<file path="src/rtl/frank_pkg.sv">
// Shared definitions for the FRANK6000 sequencing blocks: the FSM state
// encoding used by the PC sequencer and the default reset vector.
package frank_pkg;

  typedef enum logic [1:0] {
    ST_RUN      = 2'd0,
    ST_RET_WAIT = 2'd1,
    ST_FAULT    = 2'd2
  } pc_state_e;

  localparam int          DEFAULT_ADDR_WIDTH   = 4;
  localparam int          DEFAULT_DATA_WIDTH   = 16;
  localparam logic [15:0] DEFAULT_RESET_VECTOR = 16'h0000;

endpackage

</file>
<file path="src/rtl/pc_depth_counter.sv">
// Up/down saturating occupancy counter with full/empty flags. Counts
// 0..2**ADDR_WIDTH. Simultaneous inc and dec cancel out. Shared with the
// data-stack controller.
module pc_depth_counter #(
  parameter int ADDR_WIDTH = 4
) (
  input  logic                i_clk,
  input  logic                i_rst,
  input  logic                i_inc,
  input  logic                i_dec,
  output logic [ADDR_WIDTH:0] o_count,
  output logic                o_full,
  output logic                o_empty
);

  localparam logic [ADDR_WIDTH:0] DEPTH = {1'b1, {ADDR_WIDTH{1'b0}}};
  localparam logic [ADDR_WIDTH:0] ONE   = {{ADDR_WIDTH{1'b0}}, 1'b1};

  logic [ADDR_WIDTH:0] count_q;

  // Occupancy register: moves by one and never goes past either bound.
  always_ff @(posedge i_clk or negedge i_rst) begin
    if (!i_rst) begin
      count_q <= '0;
    end else if (i_inc && !i_dec && (count_q != DEPTH)) begin
      count_q <= count_q + ONE;
    end else if (i_dec && !i_inc && (count_q != '0)) begin
      count_q <= count_q - ONE;
    end
  end

  assign o_count = count_q;
  assign o_full  = (count_q == DEPTH);
  assign o_empty = (count_q == '0);

endmodule

</file>
<file path="src/rtl/pc_sequencer.sv">
// Program-counter sequencer for the FRANK6000 core. Owns the PC and picks
// increment / jump / call / return each cycle, strobing the external
// Instruction_Stack and tracking its depth.
// Build option PC_SEQ_GUARD_EN: a call when full or a return when empty
// moves the sequencer into a sticky FAULT state instead of corrupting the
// stack. Without it, such requests still strobe and the depth saturates.
module pc_sequencer
  import frank_pkg::*;
#(
  parameter int                    ADDR_WIDTH   = DEFAULT_ADDR_WIDTH,
  parameter int                    DATA_WIDTH   = DEFAULT_DATA_WIDTH,
  parameter logic [DATA_WIDTH-1:0] RESET_VECTOR = DATA_WIDTH'(DEFAULT_RESET_VECTOR)
) (
  input  logic                  i_clk,
  input  logic                  i_rst,
  input  logic                  i_en,
  input  logic                  i_jmp,
  input  logic                  i_call,
  input  logic                  i_ret,
  input  logic [DATA_WIDTH-1:0] i_target,
  input  logic [DATA_WIDTH-1:0] i_stk_data,
  output logic [DATA_WIDTH-1:0] o_pc,
  output logic                  o_stk_call,
  output logic                  o_stk_rtrn,
  output logic [DATA_WIDTH-1:0] o_stk_pc,
  output logic [ADDR_WIDTH:0]   o_depth,
  output logic                  o_stall,
  output logic                  o_fault
);

  localparam logic [DATA_WIDTH-1:0] PC_ONE = {{(DATA_WIDTH-1){1'b0}}, 1'b1};

  pc_state_e             state_q, state_d;
  logic [DATA_WIDTH-1:0] pc_q, pc_d;
  logic                  stk_call, stk_rtrn;
  logic                  cnt_inc, cnt_dec;
  logic                  cnt_full, cnt_empty;
  logic                  call_blocked, ret_blocked;

`ifdef PC_SEQ_GUARD_EN
  assign call_blocked = cnt_full;
  assign ret_blocked  = cnt_empty;
`else
  assign call_blocked = 1'b0;
  assign ret_blocked  = 1'b0;
`endif

  pc_depth_counter #(
    .ADDR_WIDTH(ADDR_WIDTH)
  ) u_depth (
    .i_clk  (i_clk),
    .i_rst  (i_rst),
    .i_inc  (cnt_inc),
    .i_dec  (cnt_dec),
    .o_count(o_depth),
    .o_full (cnt_full),
    .o_empty(cnt_empty)
  );

  // PC and FSM state registers; reset forces the PC back to the vector.
  always_ff @(posedge i_clk or negedge i_rst) begin
    if (!i_rst) begin
      state_q <= ST_RUN;
      pc_q    <= RESET_VECTOR;
    end else begin
      state_q <= state_d;
      pc_q    <= pc_d;
    end
  end

  // Next PC, next state and stack strobes, ret > call > jmp > increment.
  always_comb begin
    state_d  = state_q;
    pc_d     = pc_q;
    stk_call = 1'b0;
    stk_rtrn = 1'b0;
    cnt_inc  = 1'b0;
    cnt_dec  = 1'b0;
    case (state_q)
      ST_RUN: begin
        if (i_en) begin
          if (i_ret) begin
            if (ret_blocked) begin
              state_d = ST_FAULT;
            end else begin
              stk_rtrn = 1'b1;
              cnt_dec  = !cnt_empty;
              state_d  = ST_RET_WAIT;
            end
          end else if (i_call) begin
            if (call_blocked) begin
              state_d = ST_FAULT;
            end else begin
              stk_call = 1'b1;
              cnt_inc  = !cnt_full;
              pc_d     = i_target;
            end
          end else if (i_jmp) begin
            pc_d = i_target;
          end else begin
            pc_d = pc_q + PC_ONE;
          end
        end
      end
      ST_RET_WAIT: begin
        pc_d    = i_stk_data;
        state_d = ST_RUN;
      end
      ST_FAULT: begin
        state_d = ST_FAULT;
      end
      default: begin
        state_d = ST_RUN;
      end
    endcase
  end

  assign o_pc       = pc_q;
  assign o_stk_pc   = pc_q;
  assign o_stk_call = stk_call;
  assign o_stk_rtrn = stk_rtrn;
  assign o_stall    = (state_q == ST_RET_WAIT);

`ifdef PC_SEQ_GUARD_EN
  assign o_fault = (state_q == ST_FAULT);
`else
  assign o_fault = 1'b0;
`endif

endmodule
</file>
<file path="config.mk">
export PLATFORM = sky130hd
export DESIGN_NAME = pc_sequencer
export DESIGN_NICKNAME = d
export VERILOG_FILES = /design/src/rtl/frank_pkg.sv /design/src/rtl/pc_depth_counter.sv /design/src/rtl/pc_sequencer.sv
export SDC_FILE = /design/constraint.sdc
export NUM_CORES = 1
export LEC_CHECK = 0
export CAP_MARGIN = 20
export CORE_ASPECT_RATIO = 1.2
export CORE_MARGIN = 2
export CORE_UTILIZATION = 45
export CTS_BUF_LIST = sky130_fd_sc_hd__clkbuf_16
export DETAILED_ROUTE_END_ITERATION = 16
export DONT_BUFFER_PORTS = 1
export PLACE_DENSITY = 0.7
export SETUP_SLACK_MARGIN = 0.4
export SLEW_MARGIN = 20
export SYNTH_ARGS = -nofsm -noshare
export SYNTH_HDL_FRONTEND = slang
export SYNTH_SLANG_ARGS = --single-unit
</file>
<file path="constraint.sdc">
create_clock -name i_clk -period 6.6 [get_ports i_clk]
set_input_delay 1.65 -clock i_clk [delete_from_list [all_inputs] [get_ports i_clk]]
set_output_delay 1.65 -clock i_clk [all_outputs]
set_load 0.1 [all_outputs]
</file>
* Yosys cells after proc, flatten, opt, wreduce, memory -nomap -nowiden
Cells that the tools add are included.
** Operators by class
- Eq/ne operators :: 7
- Mux-type cells :: 24
- Add/subtract/negate cells :: 3
- Reductions and logical operators :: 15
** Operators by type and width (number)
- 2-to-1 mux 16 bit :: 4
- case mux 16 bit (2 select lines) :: 1
- adder 16 x 1 -> 16 bit (second input constant) :: 1
- 2-to-1 mux 1 bit :: 14
- 2-to-1 mux 5 bit :: 2
- != test 2 bit (second input constant) :: 3
- adder 5 x 1 -> 5 bit (second input constant) :: 1
- == test 5 bit (second input constant) :: 1
- zero test 5 bit :: 1
- != test 5 bit (second input constant) :: 1
- nonzero test 5 bit :: 1
- subtractor 5 x 1 -> 5 bit (second input constant) :: 1
- logical AND 1 bit :: 4
- zero test 1 bit :: 4
- 2-to-1 mux 2 bit :: 2
- case mux 2 bit (2 select lines) :: 1
- nonzero test 2 bit :: 2
- AND reduction 3 bit :: 1
- == test 2 x 1 -> 1 bit (second input constant) :: 1
- == test 2 bit (second input constant) :: 1
- zero test 2 bit :: 1
- AND reduction 2 bit :: 1
** Storage, ports and cells
- Input port bits :: 38
- Output and inout port bits :: 41
- Flip-flop bits (word level) :: 23

* Longest topological paths before layout
- Depth after elaboration :: 11
- Mapped depth :: 10
- Depth with buffers taken out :: 9

* Modules after synthesis
Synthesis repeated with hierarchy kept, for this count alone.
** Second synthesis, totals
- Cell total of the unflattened synthesis :: 206
- Area, all modules :: 1823.0 um2
** By module, submodules not included
- pc_sequencer :: cells each 165, area an instance 1415.1 um2, times used 1, sequential area each 450.4 um2
- pc_depth_counter :: cells each 41, area an instance 407.9 um2, times used 1, sequential area each 125.1 um2

* Least setup slack after synthesis
No wires, ideal clock.
- Path kind :: in2out
- From :: in i_ret
- To :: out o_stk_call
- Data required time :: 4.950 ns
- Data arrival time :: 2.690 ns
- Path slack :: 2.260 ns
- Buffers on the path :: 0
- Stages on the path :: 3
- Cells stage by stage :: nor4b_4 > nand2_2 > inv_1
** Between the ends
- Longest elaborated chain between the ends :: 3
** RTL lines
- from (decl) :: RTL line pc_sequencer.sv:19 : input logic i_ret,
- 2-to-1 mux 1 bit :: RTL line pc_sequencer.sv:82 : if (i_ret) begin
- 2-to-1 mux 1 bit :: RTL line pc_sequencer.sv:81 : if (i_en) begin
- 2-to-1 mux 1 bit :: RTL line pc_sequencer.sv:79 : case (state_q)
- to (decl) :: RTL line pc_sequencer.sv:23 : output logic o_stk_call,
No other way between the ends.

* Final worst setup path
Ends and elaborated chain as after synthesis.

==> impl_results.md <==
- YS warnings: 0
- Post-synthesis instance total: 226
- # placed instances: 251
- TritonCTS clock tree: yes
- Post-Syn Area per Cell: 8.465 sq um
- Initial Utilization: 47.78%
- N_diodes: 0
- Reg2reg setup slack: 3690 ps
- Hold Path Depth: 1
- Required time of the worst setup path: 4950 ps
- Die area: 4791 sq um
- DPL Wire Length: 3.290 mm
- Critical path arrival: 2850 ps
- Router iterations before antenna repair: 4
- WS Path Type: input pin to output pin
- Fmax: 222.3 MHz
- Post-CTS Setup Repair Bufs: 0
- Yosys reg bits: 23
- Fill cells: 437
- Max Cap Violations: 0
- Worst VDD drop: 0.3214 mV
- Cell area after synthesis: 1913 sq um
- Core Area: 4004 sq um
- Clk buf depth: 2
- CP Capture Type: output pin
- Post-Layout Cell Count: 256
- Most common cell in the netlist: dfrtp_1
- Max-slew violations: 0
- Drt drc: 0
- Num rows: 25
- CP max FO: 5
- H-tree levels: 1
- Worst hold slack: 607.8 ps
- RSZ-0062 raised after global routing: no
- Worst R2R End: u_depth.o_count[4]
- Largest cells by area after synthesis: dfrtp_1 30%, buf_4 6.7%, nand2_1 3.5%, ha_1 3.3%, o21ai_0 2.9%
- Die height: 75.43 um
- Worst R2R Path Depth: 8
- Inserted Clock Buffers: 3
- Clk Latency, worst-skew pair: 260 ps
- Sequential cell area: 595.6 sq um
- PD cells: 493.5 nW/um^2
- First-pass GRT wire length: 7.127 mm
- Top cells by count, synth: 23 x dfrtp_1, 18 x nand2_1, 17 x buf_4
- DR vias: 1605
- Worst Min Path Start: state_q[0]
- Die Span X: 63.52 um
- Post-layout min period: 4498 ps
- GRT Resource Usage Total: 18.96%
- Sequential share of the synthesized area: 30.09%
- DR WL/cell: 17.64 um
- Gpl congestion: 0.8027
- Clock-pin slew on the worst setup and hold paths: 70 ps
- Post-synth ARST share: 100.0%
- End of the worst hold path: state_q[1]
- TritonCTS sink count: 23
- Post-Route WL: 4.517 mm
- GRT Residual Overflow: 0
- Worst slew pin tran: 1055 ps
- Synth area leader: dfrtp_1
- Area occupied by multi-input gates: 1104 sq um
- Resized Gates After CTS: 0
- Outcome: complete, no violations
- Final number of setup-violating endpoints: 0
- Port Buffers: 0
- Nets@finish: 247
- Synth top area share: 30.09%
- Final TNS setup: 0 ps
- Post-synth EDFFs: 0
- Pleak: 0.7144 nW
- Number of vias per cell: 6.270
- Primary FF master, synth: dfrtp_1
- Max-slew headroom: 29.64%
- Skew final: 5.391 ps
- Proportion of layout cells with a drive suffix above 1: 15.35%
- Largest net degree at the start of global routing: 26
- Layout area overhead: -0.7195%
- Antenna Nets Post-Route: 0
- Worst setup SP type: input pin
- R2r startpoint: u_depth.o_count[1]
- Vias in the first global route: 1446
- Overall power: 0.9373 mW
- Clock Root Buffer: clkbuf_16
- Initial DRC count: 136
- Final period utilization: 68.15%
- Net count after synthesis: 270
- Worst Hold Class: flip-flop to flip-flop
- I/O Pins: 79
- Synth cell types: 58
- Initial antenna violation count: 0
- Hold-fix buffers, CTS: 0
- Hold Violations, Final: 0
power by group:
group	internal, mW	total, mW	leakage (nW)	switching [mW]
Clock	0.0815	0.133	0.0409	0.0518
Combinational	0.0823	0.182	0.412	0.0993
Sequential	0.170	0.622	0.261	0.453
Total	0.333	0.937	0.714	0.604
cells in the final DEF (no fill, tap or decap), drive strengths merged, types with 2 or more instances in the layout:
| master | count |
|---|---|
| mux2 | 2 |
| and2 | 2 |
| nor3 | 11 |
| a21o | 2 |
| nand2 | 19 |
| inv | 10 |
| o21a | 2 |
| nor2 | 14 |
| o21ai | 13 |
| nand2b | 2 |
| and3 | 2 |
| xnor2 | 5 |
| o211ai | 4 |
| o31ai | 4 |
| ha | 5 |
| o22ai | 2 |
| dfrtp | 23 |
| a221o | 4 |
| nor4 | 5 |
| nand4 | 6 |
| a221oi | 2 |
| nand3 | 10 |
| mux2i | 3 |
| buf | 2 |
| xor2 | 3 |
| a22oi | 6 |
| and4 | 2 |
| nor2b | 4 |
| clkbuf | 3 |
| a21oi | 10 |
critical path, stage by stage:
cell and delay [ps]:
nor4b_4 380, nand2_2 170, inv_1 640
registers in the layout (all words and copies together) (netlist names):
register	flops
u_depth.o_count	5
o_pc	16
state_q	2
per-layer routing:
| layer | GRT usage, % | vias up | wire length [um] |
|---|---|---|---|
| met3 | 5.613 | 2 | 348 |
| met2 | 31.93 | 60 | 2199 |
| met4 | 5.072 | 0 | 31 |
| li1 | - | 769 | - |
| met5 | 0 | - | 0 |
| met1 | 24.09 | 774 | 1937 |
through the flow:
step                      setup WS [ps]  util, %  instance area [sq um]
after global routing               2084    47.44                   1899
after CTS                          2113    47.25                   1892
final                              2102    47.44                   1899
after detailed placement           2120    45.25                   1812
after floorplan                    2260        -                   1913
after global placement             2132    45.25                   1812
kinds of logic after synthesis:
logic type	Yosys count	share of synthesized area, %
DFF	23	30.08
and+or+nand+nor	83	24.20
xor gates and xnor gates	8	3.663
AOI/OAI and AO/OA	60	22.56
buffers and inverters	40	12.23
muxes	5	2.747
adders and majority gates	6	4.317
other	1	0.1960
worst max-delay path by stage:
| stage | start | endpoint | slack [ps] |
|---|---|---|---|
| global placement | i_ret | o_stk_call | 2130 |
| global route | i_ret | o_stk_call | 2080 |
| finish | i_ret | o_stk_call | 2100 |
| CTS | i_ret | o_stk_call | 2110 |
| floorplan | i_ret | o_stk_call | 2260 |
| detailed placement | i_ret | o_stk_call | 2120 |
final cells by class:
| cell class | count | area share (%) |
|---|---|---|
| multi-input combinational | 163 | 58.10 |
| timing repair buffer | 2 | 0.7905 |
| tap | 54 | 3.557 |
| clock inverter | 1 | 0.2635 |
| sequential | 23 | 31.36 |
| inverter | 10 | 1.976 |
| clock buffer | 3 | 3.953 |
(Power assumes the default switching activity.)
